## config.mk

```make
export PLATFORM = sky130hd
export DESIGN_NAME = ex2_tx
export DESIGN_NICKNAME = d
export VERILOG_FILES = /design/src/rtl/ex2_pkg.sv /design/src/rtl/ex2_fifo.sv /design/src/rtl/ex2_tx.sv
export SDC_FILE = /design/constraint.sdc
export NUM_CORES = 2
export LEC_CHECK = 0
export CORE_ASPECT_RATIO = 1.25
export CORE_UTILIZATION = 40
export CTS_BUF_LIST = sky130_fd_sc_hd__clkbuf_8
export DETAILED_ROUTE_END_ITERATION = 12
export SLEW_MARGIN = 30
export SYNTH_ARGS = -nofsm -noshare
export SYNTH_HDL_FRONTEND = slang
export SYNTH_HIERARCHICAL = 1
export SYNTH_SLANG_ARGS = --single-unit
```

## constraint.sdc

```tcl
create_clock -name clk -period 19.09 [get_ports clk]
set_input_delay 3.818 -clock clk [delete_from_list [all_inputs] [get_ports clk]]
set_output_delay 3.818 -clock clk [all_outputs]
set_load 0.1 [all_outputs]
```

## src/rtl/ex2_pkg.sv

```systemverilog
// Shared types for the ex2 transmit side: serialiser states and the operand triple.
package ex2_pkg;

  localparam int W_DEFAULT = 32;

  typedef enum logic [2:0] {
    ST_IDLE,
    ST_SENT_A,
    ST_SENT_B,
    ST_SENT_C,
    ST_GAP
  } tx_state_t;

  typedef struct packed {
    logic [W_DEFAULT-1:0] a;
    logic [W_DEFAULT-1:0] b;
    logic [W_DEFAULT-1:0] c;
  } triple_t;

endpackage

```

## src/rtl/ex2_fifo.sv

```systemverilog
// Synchronous FIFO holding packed operand triples; extra pointer bit separates full from empty.
module ex2_fifo #(
  parameter int DW    = 96,
  parameter int DEPTH = 4
) (
  input  logic          clk,
  input  logic          rst,
  input  logic          push,
  input  logic          pop,
  input  logic [DW-1:0] din,
  output logic          full,
  output logic          empty,
  output logic [DW-1:0] dout
);

  localparam int AW = $clog2(DEPTH);
  localparam logic [AW:0] PTR_ONE = 1;

  if ((DEPTH < 2) || ((1 << AW) != DEPTH)) begin : g_depth_chk
    $error("ex2_fifo: DEPTH must be a power of two >= 2");
  end

  logic [DW-1:0] mem [DEPTH];
  logic [AW:0]   wr_ptr;
  logic [AW:0]   rd_ptr;
  logic          do_push;
  logic          do_pop;

  assign full    = (wr_ptr[AW] != rd_ptr[AW]) && (wr_ptr[AW-1:0] == rd_ptr[AW-1:0]);
  assign empty   = (wr_ptr == rd_ptr);
  assign do_push = push && !full;
  assign do_pop  = pop && !empty;
  assign dout    = mem[rd_ptr[AW-1:0]];

  always_ff @(posedge clk or posedge rst) begin
    if (rst) begin
      wr_ptr <= '0;
      rd_ptr <= '0;
    end else begin
      if (do_push) wr_ptr <= wr_ptr + PTR_ONE;
      if (do_pop)  rd_ptr <= rd_ptr + PTR_ONE;
    end
  end

  // Storage needs no reset: the pointers alone decide what is valid.
  always_ff @(posedge clk) begin
    if (do_push) mem[wr_ptr[AW-1:0]] <= din;
  end

endmodule

```

## src/rtl/ex2_tx.sv

```systemverilog
// Serialises buffered (a,b,c) triples as three valid words plus idle gap,
// and predicts the receiver's a*b+c result pulse for scoreboarding.
//
// state      | meaning
// ST_IDLE    | nothing in flight; pops and emits a when the FIFO has data
// ST_SENT_A  | a is on tx_data; b goes out next
// ST_SENT_B  | b is on tx_data; c goes out next
// ST_SENT_C  | c is on tx_data; next edge drops valid and pulses exp_valid
// ST_GAP     | forced idle; at count 0 acts exactly like ST_IDLE
module ex2_tx
  import ex2_pkg::*;
#(
  parameter int W     = W_DEFAULT,
  parameter int DEPTH = 4,
  parameter int GAP   = 1
) (
  input  logic         clk,
  input  logic         rst,
  input  logic         in_valid,
  output logic         in_ready,
  input  logic [W-1:0] in_a,
  input  logic [W-1:0] in_b,
  input  logic [W-1:0] in_c,
  output logic         tx_valid,
  output logic [W-1:0] tx_data,
  output logic         exp_valid,
  output logic [W-1:0] exp_data,
  output logic [15:0]  sent_cnt,
  output logic         busy
);

  if (GAP < 1) begin : g_gap_chk
    $error("ex2_tx: GAP must be >= 1");
  end

  localparam int GW = (GAP > 1) ? $clog2(GAP) : 1;
  localparam logic [GW-1:0] GAP_LOAD = GW'(GAP - 1);
  localparam logic [GW-1:0] GAP_ONE  = 1;

  tx_state_t       state, state_n;
  logic [GW-1:0]   gap_cnt, gap_n;
  logic [W-1:0]    hold_a, hold_b, hold_c;
  logic [W-1:0]    hold_a_n, hold_b_n, hold_c_n;
  logic            tx_valid_n, exp_valid_n;
  logic [W-1:0]    tx_data_n, exp_data_n;
  logic [15:0]     sent_n;
  logic            full, empty, pop;
  logic [3*W-1:0]  fifo_dout;
  logic [W-1:0]    head_a, head_b, head_c;
  logic [W-1:0]    mac;
  logic            can_start;

  ex2_fifo #(.DW(3*W), .DEPTH(DEPTH)) u_fifo (
    .clk   (clk),
    .rst   (rst),
    .push  (in_valid),
    .pop   (pop),
    .din   ({in_a, in_b, in_c}),
    .full  (full),
    .empty (empty),
    .dout  (fifo_dout)
  );

  assign {head_a, head_b, head_c} = fifo_dout;
  assign in_ready  = !full;
  assign mac       = hold_a * hold_b + hold_c;
  assign can_start = (state == ST_IDLE) || ((state == ST_GAP) && (gap_cnt == '0));
  assign busy      = !empty || !can_start;

  always_comb begin
    state_n     = state;
    gap_n       = gap_cnt;
    hold_a_n    = hold_a;
    hold_b_n    = hold_b;
    hold_c_n    = hold_c;
    tx_valid_n  = tx_valid;
    tx_data_n   = tx_data;
    exp_valid_n = 1'b0;
    exp_data_n  = exp_data;
    sent_n      = sent_cnt;
    pop         = 1'b0;
    if (can_start) begin
      if (!empty) begin
        pop        = 1'b1;
        hold_a_n   = head_a;
        hold_b_n   = head_b;
        hold_c_n   = head_c;
        tx_valid_n = 1'b1;
        tx_data_n  = head_a;
        state_n    = ST_SENT_A;
      end else begin
        tx_valid_n = 1'b0;
        tx_data_n  = '0;
        state_n    = ST_IDLE;
      end
    end else begin
      case (state)
        ST_SENT_A: begin
          tx_data_n = hold_b;
          state_n   = ST_SENT_B;
        end
        ST_SENT_B: begin
          tx_data_n = hold_c;
          state_n   = ST_SENT_C;
        end
        ST_SENT_C: begin
          tx_valid_n  = 1'b0;
          tx_data_n   = '0;
          exp_valid_n = 1'b1;
          exp_data_n  = mac;
          sent_n      = sent_cnt + 16'd1;
          gap_n       = GAP_LOAD;
          state_n     = ST_GAP;
        end
        ST_GAP: gap_n = gap_cnt - GAP_ONE;
        default: state_n = ST_IDLE;
      endcase
    end
  end

  always_ff @(posedge clk or posedge rst) begin
    if (rst) begin
      state     <= ST_IDLE;
      gap_cnt   <= '0;
      hold_a    <= '0;
      hold_b    <= '0;
      hold_c    <= '0;
      tx_valid  <= 1'b0;
      tx_data   <= '0;
      exp_valid <= 1'b0;
      exp_data  <= '0;
      sent_cnt  <= '0;
    end else begin
      state     <= state_n;
      gap_cnt   <= gap_n;
      hold_a    <= hold_a_n;
      hold_b    <= hold_b_n;
      hold_c    <= hold_c_n;
      tx_valid  <= tx_valid_n;
      tx_data   <= tx_data_n;
      exp_valid <= exp_valid_n;
      exp_data  <= exp_data_n;
      sent_cnt  <= sent_n;
    end
  end

endmodule

```

==> flow_metrics.py <==
metrics = {
    "floorplan": {
        "fp.dieW_um": 279,
        "coreArea_um2": 94900,
        "die_y_um": 349,
        "ios": 183,
        "num_rows": 126,
        "start_util_pct": 40.5,
        "dieArea_um2": 97400,
    },
    "synthesis": {
        "syn_area_per_cell_um2": 11.9,
        "synth_top_family_by_area": "adder cells",
        "synth-seq-cells": 572,
        "syn_inst": 3226,
        "synth_top_cell_by_area": "edfxtp_1",
        "synth_top_area_share_pct": 30.0,
        "synth_compound_area_share_pct": 3.91,
        "synthFlopType": "edfxtp_1",
        "synth_area_leaders": "edfxtp_1 30%, fa_1 23%, dfrtp_1 12%, mux4_2 5.6%, nand2_1 5.4%",
        "yosys_warnings": 6,
        "synth_mux_area_share_pct": 5.62,
        "synthAdderAreaFrac_pct": 27.0,
        "syn_area_um2": 38500,
        "synthXorXnorAreaFrac_pct": 2.48,
        "ys_async_sr_fraction_pct": 32.9,
        "syn-num-nets": 3893,
        "yosysSeqAreaShare_pct": 42.2,
        "synth_simple_gate_area_share_pct": 11.7,
        "synth_edf_count": 384,
        "synth_cell_types": 64,
    },
    "drt": {
        "first_pass_iters": 5,
        "drc_errors": 0,
        "routed_wl_mm": 95.7,
        "drtIter0Drc": 1318,
        "num_vias": 23600,
        "via_per_inst": 4.98,
        "ant_nets": 0,
        "avgRoutedWirePerCell_um": 20.2,
    },
    "clock_tree": {
        "tritoncts": "done",
        "numCtsBuffers": 92,
        "hold_buffers": 0,
        "cts_resized": 0,
        "htree_levels": 3,
        "postCtsSetupBuffers": 0,
        "root_buffer": "clkbuf_8",
        "clock_latency_ns": 0.72,
        "cts.sinks": 572,
        "clock_path_buffers": 3,
        "clk_pin_slew_ns": 0.09,
    },
    "cells_and_area": {
        "multi_input_area_um2": 19600,
        "final_core_util_pct": 45.7,
        "layout-drive-gt1-share_pct": 8.20,
        "fillers": 8879,
        "nNetsFinal": 4040,
        "final_area_um2": 43400,
        "ff_latch_area_um2": 16200,
        "syn2layout_area_growth_pct": 12.8,
    },
    "setup_path": {
        "cpPeakStageDelay_ns": 0.64,
        "end_kind": "flip-flop",
        "start_kind": "flip-flop",
        "critPathMaxFanout": 21,
        "crit_required_ns": 19.70,
        "worstReg2RegStart": "hold_b[1]",
        "critPathArrivalTime_ns": 8.03,
        "setup.worst_path.start": "hold_b[1]",
        "crit_slowest_cell": "dfrtp_1",
        "critical_path_class": "reg2reg",
        "crit_path_frequent_cell": "fa_1",
    },
    "grt": {
        "grt_pass1_vias": 25000,
        "grt_pass1_wl_mm": 150,
        "antenna_found_initial": 1,
        "grtUsageTotal_pct": 20.3,
        "grt_max_degree": 108,
        "gr-total-overflow": 0,
    },
    "sta": {
        "worst_slew_pin_slew_ns": 1.02,
        "slew_viol_final": 0,
        "setup_tns_ns": 0,
        "finalSetupViolCount": 0,
        "finalCritPeriodShare_pct": 38.8,
        "layout_setup_ws_ns": 11.68,
        "finalHoldViolations": 0,
        "rsz0062_at_grt": "no",
        "fmax_mhz": 135,
        "fin_crit_ns": 7.41,
        "slew_headroom_pct": 32.0,
        "fin_skew_ns": 0.0610,
    },
    "placed_design": {
        "placed_area_um2": 41500,
        "gp_congestion": 0.870,
        "dp_slack_ns": 11.66,
        "dp_hpwl_mm": 68.8,
        "io_buffer_count": 182,
    },
    "run": {
        "cap_violations": 0,
    },
    "worst_hold_path": {
        "hp-start": "exp_data[4]",
        "hold_class": "reg2reg",
    },
    "run_status": {
        "status": "completed",
    },
}
[sequential cells by signal (all words and copies together) (netlist names), 3 cells and up]
signal and count:
exp_data 32, hold_b 32, hold_a 32, tx_data 32, u_fifo/wr_ptr 3, hold_c 32
state 3, sent_cnt 16, u_fifo/mem 384, u_fifo/rd_ptr 3
[worst max-delay path, delay by kind of cell (launching register included)]
family / cells / cell delay, ns
AO/OA/AOI/OAI: 6 / 1.18
adder cells (fa/ha/maj): 9 / 4.30
buffers and inverters: 7 / 0.63
flip-flops: 1 / 0.64
AND/OR/NAND/NOR: 3 / 0.57
[final timing paths]
| path | slack (ns) | depth (start not counted) | end |
|---|---|---|---|
| worst max-delay path | 11.68 | 25 | exp_data[30] |
| worst min-delay path | 0.47 | 2 | exp_data[4] |
| min in group asynchronous | 3.58 | 2 | u_fifo/rd_ptr[2] |
| worst max register to register | 11.68 | 25 | exp_data[30] |
| max in group asynchronous | 14.06 | 3 | hold_b[28] |
| worst min register to register | 0.47 | 2 | exp_data[4] |
[cells by family (layout without fill, tap and decap cells)]
group / Yosys count / count (layout)
xor+xnor: 105 / 105
flops: 572 / 572
compound gates: 233 / 233
other cells: 0 / 1
fa+ha+maj: 568 / 568
buf+inv: 696 / 922
simple gates: 956 / 956
mux: 96 / 96
[metrics by stage]
step                hold WS (ns)  std cells
floorplan                  0.446       3226
global placement           0.461       4558
detailed placement         0.462       4558
CTS                        0.478       4731
global route               0.493       4733
finish                     0.471       4733
[cell usage after synthesis (5+ instances only)]
cell / instances
fa_1: 438
dfrtp_1: 188
xor2_1: 26
buf_2: 27
nand4_1: 5
nor2_1: 28
o21ai_0: 48
o21a_1: 39
edfxtp_1: 384
and2_1: 286
o211ai_1: 27
inv_1: 527
o31ai_1: 10
nand3_1: 8
and3_1: 23
clkbuf_1: 128
nand2_1: 555
ha_1: 130
mux4_2: 96
nor3_1: 30
buf_4: 8
a21o_1: 7
xnor2_1: 75
nand2b_1: 6
a21oi_1: 69
[layout make-up]
class	count	area share, %
flip-flops and latches	572	37.4
diodes	1	0.00576
repair buffers	221	4.89
clock inverters	69	1.05
multi-input cells	1958	45.1
clock buffers	104	3.30
inverters	528	4.59
well taps	1280	3.69
[layout by cell type, fill, tap and decap left out, types with 7 or more instances in the layout]
cell / instances
inv_1: 567
nand2_1: 554
fa_1: 438
edfxtp_1: 384
and2_1: 286
dfrtp_1: 185
clkdlybuf4s50_1: 180
ha_1: 130
clkbuf_8: 104
mux4_2: 96
xnor2_1: 75
a21oi_1: 69
o21ai_0: 48
o21a_1: 39
buf_4: 36
nor3_1: 30
nor2_1: 28
o211ai_1: 27
xor2_1: 26
and3_1: 20
clkinv_1: 11
o31ai_1: 10
nand3_1: 8
a21o_1: 7
[per-layer routing]
metal	up-vias	wire length, µm	part of all wire (%)	GRT usage [%]
met1	12200	39900	42	26.2
met3	167	4350	4.5	2.90
met4	0	3310	3.5	7.26
met5	-	0	0	0
met2	601	48100	50	34.8
li1	10600	-	-	-
Power is left out: the tool's default activity adds up to more than one toggle a clock period on the data nets, which glitch-free logic cannot reach.
